<file path="config.mk">
export PLATFORM = sky130hd
export DESIGN_NAME = gpio_pad_ctrl_flat
export DESIGN_NICKNAME = d
export VERILOG_FILES = /design/src/rtl/gpio_pad_ctrl_if.sv /design/src/rtl/gpio_pad_ctrl.sv /design/src/flat_wrapper.sv
export SDC_FILE = /design/constraint.sdc
export NUM_CORES = 1
export LEC_CHECK = 0
export CORE_MARGIN = 4
export CORE_UTILIZATION = 30
export DETAILED_ROUTE_END_ITERATION = 10
export DONT_BUFFER_PORTS = 1
export PLACE_DENSITY = 0.4
export SYNTH_ARGS = -nofsm -noshare
export SYNTH_HDL_FRONTEND = slang
export SYNTH_SLANG_ARGS = --single-unit
</file>
<file path="constraint.sdc">
create_clock -name clk -period 3.2 [get_ports clk]
set_input_delay 0.16 -clock clk [delete_from_list [all_inputs] [get_ports clk]]
set_output_delay 0.16 -clock clk [all_outputs]
set_load 0.02 [all_outputs]
</file>
<file path="src/rtl/gpio_pad_ctrl_if.sv">
// Register bus between the SoC fabric and gpio_pad_ctrl: request held until a one-cycle ack.
interface gpio_pad_ctrl_if;
    logic        i_sel;
    logic        i_we;
    logic [2:0]  i_addr;
    logic [31:0] i_wdata;
    logic [31:0] o_rdata;
    logic        o_ack;

    modport master (output i_sel, i_we, i_addr, i_wdata, input o_rdata, o_ack);
    modport slave  (input i_sel, i_we, i_addr, i_wdata, output o_rdata, o_ack);
endinterface

</file>
<file path="src/rtl/gpio_pad_ctrl.sv">
// GPIO controller: pad data/OE registers, synchronised (optionally debounced) inputs, edge IRQs.
// Define GPIO_DEBOUNCE_EN to insert the per-pin debounce filter after the synchroniser.
module gpio_pad_ctrl #(
    parameter int NUM_PINS    = 24,
    parameter int SYNC_STAGES = 2,
    parameter int DEB_W       = 8,
    parameter int DEB_CYCLES  = 100
) (
    input  logic                clk,
    input  logic                reset_n,
    gpio_pad_ctrl_if.slave      bus,
    input  logic [NUM_PINS-1:0] i_gpio,
    output logic [NUM_PINS-1:0] o_gpio,
    output logic [NUM_PINS-1:0] en_gpio,
    output logic                o_irq
);
    localparam int GW = $clog2(SYNC_STAGES + 2);
    localparam logic [GW-1:0] GUARD_END = GW'(SYNC_STAGES + 1);

    if (NUM_PINS < 1 || NUM_PINS > 32) begin : g_chk_pins
        $error("NUM_PINS out of range");
    end
    if (SYNC_STAGES < 2) begin : g_chk_sync
        $error("SYNC_STAGES must be >= 2");
    end
    if (DEB_CYCLES < 1 || DEB_CYCLES > (2**DEB_W) - 1) begin : g_chk_deb
        $error("DEB_CYCLES out of range");
    end

    logic [NUM_PINS-1:0] data_out_q, data_out_d;
    logic [NUM_PINS-1:0] dir_q, dir_d;
    logic [NUM_PINS-1:0] irq_en_q, irq_en_d;
    logic [NUM_PINS-1:0] rise_q, rise_d;
    logic [NUM_PINS-1:0] fall_q, fall_d;
    logic [NUM_PINS-1:0] status_q, status_d;
    logic [NUM_PINS-1:0] prev_q;
    logic [SYNC_STAGES-1:0][NUM_PINS-1:0] sync_q;
    logic [GW-1:0]       guard_q;
    logic                ack_q, irq_q;
    logic [31:0]         rdata_q, rdata_d;
    logic [NUM_PINS-1:0] filt, wpins, edge_set, clr;
    logic                accept, wr;
    logic                unused_wdata;

    assign unused_wdata = ^bus.i_wdata;
    assign wpins  = bus.i_wdata[NUM_PINS-1:0];
    assign accept = bus.i_sel & ~ack_q;
    assign wr     = accept & bus.i_we;

    always_ff @(posedge clk) begin
        if (!reset_n) begin
            sync_q <= '0;
        end else begin
            sync_q[0] <= i_gpio;
            for (int s = 1; s < SYNC_STAGES; s++) sync_q[s] <= sync_q[s-1];
        end
    end

`ifdef GPIO_DEBOUNCE_EN
    logic [NUM_PINS-1:0]            filt_q;
    logic [NUM_PINS-1:0][DEB_W-1:0] deb_q;

    // Any cycle where sync agrees with filt restarts the count, so glitches never accumulate.
    always_ff @(posedge clk) begin
        if (!reset_n) begin
            filt_q <= '0;
            deb_q  <= '0;
        end else begin
            for (int p = 0; p < NUM_PINS; p++) begin
                if (sync_q[SYNC_STAGES-1][p] == filt_q[p]) begin
                    deb_q[p] <= '0;
                end else if (deb_q[p] == DEB_W'(DEB_CYCLES - 1)) begin
                    filt_q[p] <= ~filt_q[p];
                    deb_q[p]  <= '0;
                end else begin
                    deb_q[p] <= deb_q[p] + 1'b1;
                end
            end
        end
    end
    assign filt = filt_q;
`else
    assign filt = sync_q[SYNC_STAGES-1];
`endif

    // Edges are ignored until the synchroniser has flushed its reset zeros.
    assign edge_set = (guard_q == GUARD_END) ?
                      ((filt & ~prev_q & rise_q) | (~filt & prev_q & fall_q)) : '0;
    assign clr = (wr && bus.i_addr == 3'd6) ? wpins : '0;

    always_comb begin
        data_out_d = data_out_q;
        dir_d      = dir_q;
        irq_en_d   = irq_en_q;
        rise_d     = rise_q;
        fall_d     = fall_q;
        status_d   = (status_q & ~clr) | edge_set;
        if (wr) begin
            case (bus.i_addr)
                3'd0:    data_out_d = wpins;
                3'd1:    dir_d      = wpins;
                3'd3:    irq_en_d   = wpins;
                3'd4:    rise_d     = wpins;
                3'd5:    fall_d     = wpins;
                3'd7:    data_out_d = data_out_q ^ wpins;
                default: ;
            endcase
        end
    end

    always_comb begin
        rdata_d = rdata_q;
        if (accept) begin
            rdata_d = '0;
            if (!bus.i_we) begin
                case (bus.i_addr)
                    3'd0:    rdata_d = 32'(data_out_q);
                    3'd1:    rdata_d = 32'(dir_q);
                    3'd2:    rdata_d = 32'(filt);
                    3'd3:    rdata_d = 32'(irq_en_q);
                    3'd4:    rdata_d = 32'(rise_q);
                    3'd5:    rdata_d = 32'(fall_q);
                    3'd6:    rdata_d = 32'(status_q);
                    default: rdata_d = '0;
                endcase
            end
        end
    end

    always_ff @(posedge clk) begin
        if (!reset_n) begin
            data_out_q <= '0;
            dir_q      <= '0;
            irq_en_q   <= '0;
            rise_q     <= '0;
            fall_q     <= '0;
            status_q   <= '0;
            prev_q     <= '0;
            guard_q    <= '0;
            ack_q      <= 1'b0;
            irq_q      <= 1'b0;
            rdata_q    <= '0;
        end else begin
            data_out_q <= data_out_d;
            dir_q      <= dir_d;
            irq_en_q   <= irq_en_d;
            rise_q     <= rise_d;
            fall_q     <= fall_d;
            status_q   <= status_d;
            prev_q     <= filt;
            if (guard_q != GUARD_END) guard_q <= guard_q + 1'b1;
            ack_q      <= accept;
            irq_q      <= |(status_q & irq_en_q);
            rdata_q    <= rdata_d;
        end
    end

    assign o_gpio      = data_out_q;
    assign en_gpio     = dir_q;
    assign o_irq       = irq_q;
    assign bus.o_ack   = ack_q;
    assign bus.o_rdata = rdata_q;
endmodule
</file>
<file path="src/flat_wrapper.sv">
// flat-port wrapper written by rule: the top's interface ports become plain ports
module gpio_pad_ctrl_flat 
#(
    parameter int NUM_PINS    = 24,
    parameter int SYNC_STAGES = 2,
    parameter int DEB_W       = 8,
    parameter int DEB_CYCLES  = 100
)
  (clk, reset_n, i_gpio, o_gpio, en_gpio, o_irq, bus_i_sel, bus_i_we, bus_i_addr, bus_i_wdata, bus_o_rdata, bus_o_ack);
  gpio_pad_ctrl_if bus_i ();
  input  logic clk;
  input  logic reset_n;
  input  logic [NUM_PINS-1:0] i_gpio;
  output logic [NUM_PINS-1:0] o_gpio;
  output logic [NUM_PINS-1:0] en_gpio;
  output logic o_irq;
  input wire logic [$bits(bus_i.i_sel)-1:0] bus_i_sel;
  input wire logic [$bits(bus_i.i_we)-1:0] bus_i_we;
  input wire logic [$bits(bus_i.i_addr)-1:0] bus_i_addr;
  input wire logic [$bits(bus_i.i_wdata)-1:0] bus_i_wdata;
  output wire logic [$bits(bus_i.o_rdata)-1:0] bus_o_rdata;
  output wire logic [$bits(bus_i.o_ack)-1:0] bus_o_ack;
  assign bus_i.i_sel = bus_i_sel;
  assign bus_i.i_we = bus_i_we;
  assign bus_i.i_addr = bus_i_addr;
  assign bus_i.i_wdata = bus_i_wdata;
  assign bus_o_rdata = bus_i.o_rdata;
  assign bus_o_ack = bus_i.o_ack;
  gpio_pad_ctrl #(.NUM_PINS(NUM_PINS), .SYNC_STAGES(SYNC_STAGES), .DEB_W(DEB_W), .DEB_CYCLES(DEB_CYCLES)) u_core (.clk(clk), .reset_n(reset_n), .bus(bus_i), .i_gpio(i_gpio), .o_gpio(o_gpio), .en_gpio(en_gpio), .o_irq(o_irq));
endmodule
</file>
==> summary.txt, run 1 <==
Outcome
  – Status: finished, final reports clean

Timing
  – Fmax achieved: 0.402 GHz
  – Final critical-path share of the clock period: 0.777
  – Skew final: 0.00692 ns
  – Number of endpoints failing setup at the final stage: 0
  – Unrepaired setup endpoints after global routing: false
  – Max_slew headroom: 0.187
  – Final critical path time including I/O delays and setup: 2.49 ns
  – Total count of max-transition violations in the final report: 0
  – Final Hold Viols: 0
  – Worst-margin pin slew: 1.22 ns
  – Total Neg Setup Slack: 0 ns

Clocking
  – Insertion delay to the later sink of the worst-skew pair: 0.54 ns
  – CTS Sinks: 244
  – TritonCTS clock tree: done
  – Clock transition at the registers of the reported paths: 0.06 ns
  – TritonCTS buffer count: 29
  – Max H-tree Level: 1
  – Post-CTS setup-driven buffer insertion count: 0
  – Max clock buf depth: 3
  – Root Driver: clkbuf_16

Power
  – Power share of the clock group: 0.475
  – Leakage component of the power: 4.32 nW
  – Switch Pwr: 0.00159 W
  – Sequential cell fraction of total power: 0.463
  – Switching portion of total power: 0.232
  – Pwr dens: 552 nW/um2
  – Combinational Power Share: 0.062
  – IR Drop Worst-Case VDD: 0.000363 V
  – Design internal power: 0.00525 W

Yosys
  – Seq/Total Area, Yosys: 0.472
  – Number of unique standard cell types used by synthesis: 38
  – Synth warnings: 0
  – Register bit count reported by yosys: 244
  – Cell area after synthesis: 10400 um2
  – Cell count after synthesis: 1105
  – Mean post-synth cell area: 9.37 um2

Setup path
  – Library cell contributing the largest single delay on the critical path: dlygate4sd3_1
  – Longest individual stage delay on the worst path: 0.55 ns
  – Origin of the worst setup path: u_core.bus.o_ack
  – Endpoint required time on the critical path: 3.68 ns
  – Crit-path cells: and3b_1, buf_4, and3_1, buf_4, nand2_1, a21boi_1, dlygate4sd3_1
  – Capture point of the worst reg-to-reg path: u_core.fall_q[18]
  – Reg-to-reg critical path startpoint: u_core.bus.o_ack
  – Largest fanout on the critical path: 28
  – Startpoint Class: flop
  – Endpoint of the worst setup timing path: u_core.fall_q[18]
  – CP arrival: 2.97 ns
  – Setup CP Type: flop to flop
  – Buffer and inverter count on the worst path: 3
  – R2r setup slk: 0.71 ns
  – Worst Reg-to-Reg Cells: 7
  – Endpoint type of the worst setup path: flop
  – Dominant cell type by count on the critical path: buf_4
  – Cell class contributing the biggest share of worst-path delay: buffers and inverters
  – Count of cell instances traversed by the critical path: 7

Global route
  – Initial antenna violation count: 3
  – Largest net degree at the start of global routing: 199
  – Total global routing overflow: 0
  – Number of global-route vias before repair: 7974
  – Wire length of the first global-routing pass: 54500 um
  – Total Routing Usage GR: 0.187

Die
  – # rows: 67
  – Die boundary height: 194 um
  – Core area: 33800 um2
  – Total die area: 37500 um2
  – Horizontal extent of the die: 194 um
  – Starting density of the core: 0.306
  – Number of primary I/O pins: 145

Routing
  – Wire length reported by the detailed router: 36500 um
  – Detailed-routing iteration count for the pre-antenna-repair pass: 5
  – Average wire per cell in the routed design: 22.6 um
  – Post-DR vias/cell: 5.12
  – Vias after detailed routing: 8239
  – Violation count after the first detailed-route iteration: 604
  – Count of nets left with antenna violations after detail routing: 0
  – Remaining design rule violation count: 0

Placement
  – Number of port buffers: 0
  – Placed Instances: 1484
  – Final GP Congestion: 0.769
  – Total half-perimeter wirelength after legalization and detailed placement: 21600 um

Finish
  – Share of cells above drive strength 1: 0.0843
  – Post-Layout Cell Count: 1610
  – Layout Area Growth over Synthesis: 19.6%
  – Diode insertion count for antenna repair: 0
  – # nets final: 1209

Worst hold path
  – Class of the tightest hold or removal check: input pin to flop

Flow run
  – Max-cap check violation count: 0
==> worst min-delay path by stage <==
stage               cells past startpoint                endpoint           from
finish                                  3      u_core.en_gpio[22]  bus_i_addr[0]
global route                            3  u_core.bus.o_rdata[22]  bus_i_addr[0]
CTS                                     3      u_core.en_gpio[21]  bus_i_addr[0]
detailed placement                      1       u_core.sync_q[10]     i_gpio[10]
global placement                        1       u_core.sync_q[11]     i_gpio[11]
floorplan                               1        u_core.sync_q[0]      i_gpio[0]
==> cell families after synthesis <==
kind of cell,count (synthesis),synth area share
simple gates,434,0.193
fa+ha+maj,1,0.00121
compound gates,278,0.207
xor+xnor,1,0.000846
mux,50,0.0775
flops,244,0.472
other cells,1,0.000362
buf+inv,96,0.0477
==> Yosys cell counts, drive strengths merged <==
cell     instances  share of area
nand2          313           0.11
dfxtp          244           0.47
a21boi         121          0.088
and2            74          0.045
buf             51          0.031
clkbuf          44          0.016
a22oi           36          0.026
mux2i           25          0.024
a211o           24          0.020
a32o            24          0.023
mux4            24          0.052
nand3b          24          0.017
o211ai          24          0.017
o21ai           24          0.012
o2bb2ai         24          0.020
and3             4         0.0024
nand4            3         0.0018
nor2b            3         0.0018
or2              3         0.0021
nand3            2        0.00097
nor2             2        0.00073
and3b            1        0.00085
and4b            1        0.00097
and4bb           1         0.0012
conb             1        0.00036
ha               1         0.0012
inv              1        0.00036
mux2             1         0.0011
nand4bb          1         0.0027
nor3b            1         0.0012
o31a             1        0.00085
or3b             1        0.00085
xnor2            1        0.00085
==> metrics by stage <==
stage	total power [W]	worst slack (ns)	hold slack (ns)	util	area, um2
2_1_floorplan	0.00347	1.65	0.287	-	10400
3_3_place_gp	0.00348	1.14	0.290	0.315	10600
3_5_place_dp	0.00349	1.12	0.290	0.315	10600
4_1_cts	0.00695	0.742	0.00451	0.367	12400
5_1_grt	0.00710	0.583	0.0194	0.367	12400
6_report	0.00684	0.712	0.0247	0.367	12400
==> routing by layer <==
layer,part of all wire,track usage,up-vias
li1,-,-,3947
met1,0.49,0.271,4055
met2,0.44,0.297,199
met3,0.054,0.0348,36
met4,0.013,0.0312,2
met5,0.00036,0,-
==> power groups by stage <==
stage | logic [W] | registers (W) | clock network [W]
after CTS | 0.000426 | 0.00317 | 0.00335
after global routing | 0.000458 | 0.00317 | 0.00347
after detailed placement | 0.000254 | 0.00323 | 0
after global placement | 0.000250 | 0.00323 | 0
after floorplan | 0.000258 | 0.00321 | 0
final | 0.000423 | 0.00317 | 0.00325
==> repair_timing <==
| item | in CTS | in global routing |
|---|---|---|
| hold endpoints to repair | 244 | 0 |
| hold buffers | 78 | 0 |
| gates resized for setup | 0 | 0 |
==> final cells by class <==
| type | instances | area (um2) |
|---|---|---|
| repair buffers | 97 | 981 |
| flip-flops and latches | 244 | 4880 |
| multi-input cells | 772 | 5030 |
| clock inverters | 6 | 82.6 |
| clock buffers | 42 | 845 |
| fillers | 3446 | 21400 |
| inverters | 1 | 3.75 |
| well taps | 448 | 561 |
==> worst register-to-register path, cell delays in order, from the launching register on <==
cell and delay, ns:
dfxtp_1 0.40, and3b_1 0.29, buf_4 0.44, and3_1 0.27, buf_4 0.27, nand2_1 0.09, a21boi_1 0.12, dlygate4sd3_1 0.55
==> state kept, by name, indices dropped and copies added, names as in the netlist, 24 cells and up <==
register and count:
u_core.bus.o_rdata 24, u_core.en_gpio 24, u_core.fall_q 24, u_core.filt 24, u_core.irq_en_q 24, u_core.o_gpio 24
u_core.prev_q 24, u_core.rise_q 24, u_core.status_q 24, u_core.sync_q 24
==> placed cells by master (no fill, tap or decap), types with 2 or more instances in the layout <==
| cell type | count |
|---|---|
| buf_12 | 2 |
| clkbuf_16 | 29 |
| buf_16 | 2 |
| mux4_2 | 24 |
| nand3b_1 | 24 |
| a22oi_1 | 36 |
| dlygate4sd3_1 | 75 |
| clkbuf_8 | 7 |
| mux2i_1 | 25 |
| a21boi_0 | 65 |
| nand4_1 | 3 |
| clkinv_2 | 3 |
| clkbuf_1 | 6 |
| and3_1 | 4 |
| dfxtp_1 | 244 |
| o211ai_1 | 24 |
| nand3_1 | 2 |
| o2bb2ai_1 | 24 |
| bufinv_16 | 2 |
| nor2b_2 | 2 |
| a211o_1 | 24 |
| nand2_1 | 313 |
| a21boi_1 | 55 |
| conb_1 | 8 |
| o21ai_0 | 24 |
| a32o_1 | 24 |
| and2_1 | 74 |
| buf_4 | 18 |
Power figures use the tool's default switching activity.
==> run 2: changes to the inputs <==
Clock period 3.2 ns to 2.4 ns, I/O delays scaled along.
==> run 2 against run 1 <==
  * Sequential share of layout area shrank 1.5 points
  * Combinational power grew 42%
  * Clock power grew 47%
  * Clock-buffer cell count grew 5
  * Sequential cell count is the same
  * Non-clock buffer count grew 34
==> summary.txt, run 2 (synthesis gave the netlist of run 1 again) <==
Routing
  – Detailed-routing iteration count for the pre-antenna-repair pass: 5 (unchanged)
  – Post-DR vias/cell: 5.02 (-1.8%)
  – Violation count after the first detailed-route iteration: 388 (-36%)
  – Count of nets left with antenna violations after detail routing: 0 (unchanged)
  – Remaining design rule violation count: 0 (unchanged)
  – Average wire per cell in the routed design: 21.8 um (-3.6%)
  – Vias after detailed routing: 8309 (+0.85%)
  – Wire length reported by the detailed router: 36100 um (-1.0%)

Die
  – Die boundary height: 194 um (unchanged)
  – Core area: 33800 um2 (unchanged)
  – Starting density of the core: 0.306 (unchanged)
  – Number of primary I/O pins: 145 (unchanged)
  – Horizontal extent of the die: 194 um (unchanged)
  – Total die area: 37500 um2 (unchanged)
  – # rows: 67 (unchanged)

Placement
  – Number of port buffers: 0 (unchanged)
  – Final GP Congestion: 0.742 (-3.6%)
  – Area post-placement: 10700 um2 (+0.61%)
  – Total half-perimeter wirelength after legalization and detailed placement: 22300 um (+3.6%)
  – Pre-CTS worst setup slack: 0.353 ns (-0.769 ns)

Clocking
  – CTS Sinks: 244 (unchanged)
  – TritonCTS buffer count: 31 (+6.9%)
  – TritonCTS clock tree: done
  – Root Driver: clkbuf_16
  – Max H-tree Level: 1 (unchanged)
  – Clock transition at the registers of the reported paths: 0.06 ns (about the same)
  – Max clock buf depth: 3 (unchanged)
  – Post-CTS setup-driven buffer insertion count: 0 (unchanged)
  – Insertion delay to the later sink of the worst-skew pair: 0.57 ns (+0.03 ns)

Timing
  – Final Hold Viols: 0 (unchanged)
  – Total Neg Setup Slack: 0 ns (unchanged)
  – Number of endpoints failing setup at the final stage: 0 (unchanged)
  – Total count of max-transition violations in the final report: 0 (unchanged)
  – Unrepaired setup endpoints after global routing: false
  – PnR worst setup slack: 0.170 ns (-0.543 ns)
  – Final critical-path share of the clock period: 0.929 (+0.152)
  – Worst-margin pin slew: 1.07 ns (-0.144 ns)
  – Final critical path time including I/O delays and setup: 2.23 ns (-0.257 ns)
  – Max_slew headroom: 0.280 (+0.0930)
  – Skew final: 0.0131 ns (+0.00619 ns)
  – Fmax achieved: 0.448 GHz (+12%)

Flow run
  – Max-cap check violation count: 0 (unchanged)

Finish
  – Share of cells above drive strength 1: 0.0970 (+0.0127)
  – Commonest non-fill, non-tap cell in the layout: nand2_1
  – Diode insertion count for antenna repair: 0 (unchanged)
  – Most frequent cells in the layout: 313 x nand2_1, 244 x dfxtp_1, 102 x dlygate4sd3_1
  – Finished Core Util: 0.381 (+0.0146)
  – # nets final: 1245 (+3.0%)
  – Summed area of non-filler cells in the final layout: 12900 um2 (+4.0%)
  – Layout Area Growth over Synthesis: 24.3%

Global route
  – Total global routing overflow: 0 (unchanged)
  – Number of global-route vias before repair: 8223 (+3.1%)
  – Initial antenna violation count: 0 (-3)
  – Largest net degree at the start of global routing: 185 (-7.0%)
  – Total Routing Usage GR: 0.187 (+0.000350)
  – Wire length of the first global-routing pass: 54700 um (+0.33%)

Power
  – Leakage component of the power: 4.55 nW (+5.4%)
  – IR Drop Worst-Case VDD: 0.000638 V (+76%)
  – Pwr dens: 745 nW/um2 (+35%)
  – Total Power Consumption: 0.00959 W (+40%)

Outcome
  – Status: finished, final reports clean

Setup path
  – CP arrival: 2.75 ns (-0.22 ns)
  – Endpoint required time on the critical path: 2.92 ns (-0.76 ns)
  – Endpoint type of the worst setup path: flop
  – Setup CP Type: flop to flop
  – Largest fanout on the critical path: 11 (-61%)
  – Startpoint Class: flop

Worst hold path
  – Class of the tightest hold or removal check: input pin to flop
==> run 2: worst paths after layout <==
| kind | from | end | slack, ns | cells past startpoint |
|---|---|---|---|---|
| min reg2reg | u_core.sync_q[12] | u_core.filt[12] | 0.43 | 1 |
| max | u_core.bus.o_ack | u_core.fall_q[7] | 0.17 | 8 |
| min | bus_i_addr[1] | u_core.bus.o_rdata[22] | 0.001 | 4 |
| max reg2reg | u_core.bus.o_ack | u_core.fall_q[7] | 0.17 | 8 |
==> run 2: through the flow <==
step                std cells  hold WS, ns
floorplan                1112        0.247
global route             1654       0.0247
CTS                      1653      0.00298
finish                   1654      0.00125
global placement         1491        0.249
detailed placement       1491        0.250
==> run 2: critical path, stage by stage, from the launching register on <==
cell and delay (ns):
dfxtp_1 0.31, buf_4 0.16, and3b_2 0.29, buf_4 0.20, and3_1 0.21, buf_4 0.23, nand2_1 0.07, a21boi_0 0.15
dlygate4sd3_1 0.56
==> run 2: repair_timing <==
| action | in CTS | in global routing |
|---|---|---|
| gates resized for setup | 0 | 4 |
| hold buffers | 104 | 1 |
| endpoints found under the setup margin | 0 | 8 |
| hold endpoints to repair | 244 | 1 |
==> run 2: cell type report <==
class,instances,area [um2]
Clock inverter,11,126
Sequential cell,244,4880
Fill cell,3440,20900
Inverter,1,3.75
Timing Repair Buffer,131,1330
Multi-Input combinational cell,772,5030
Clock buffer,47,936
Tap cell,448,561
==> run 2: per-layer routing <==
layer / GRT usage / up-vias / wire length (um)
li1: - / 4015 / -
met2: 0.294 / 192 / 16000
met4: 0.0422 / 0 / 797
met3: 0.0332 / 47 / 1750
met1: 0.270 / 4055 / 17600
met5: 0 / - / 0
==> run 2: report_power, final <==
part | switching, W | leakage [nW] | internal [W]
registers | 0.0000832 | 1.98 | 0.00414
logic | 0.000332 | 2.04 | 0.000268
clock network | 0.00186 | 0.532 | 0.00290
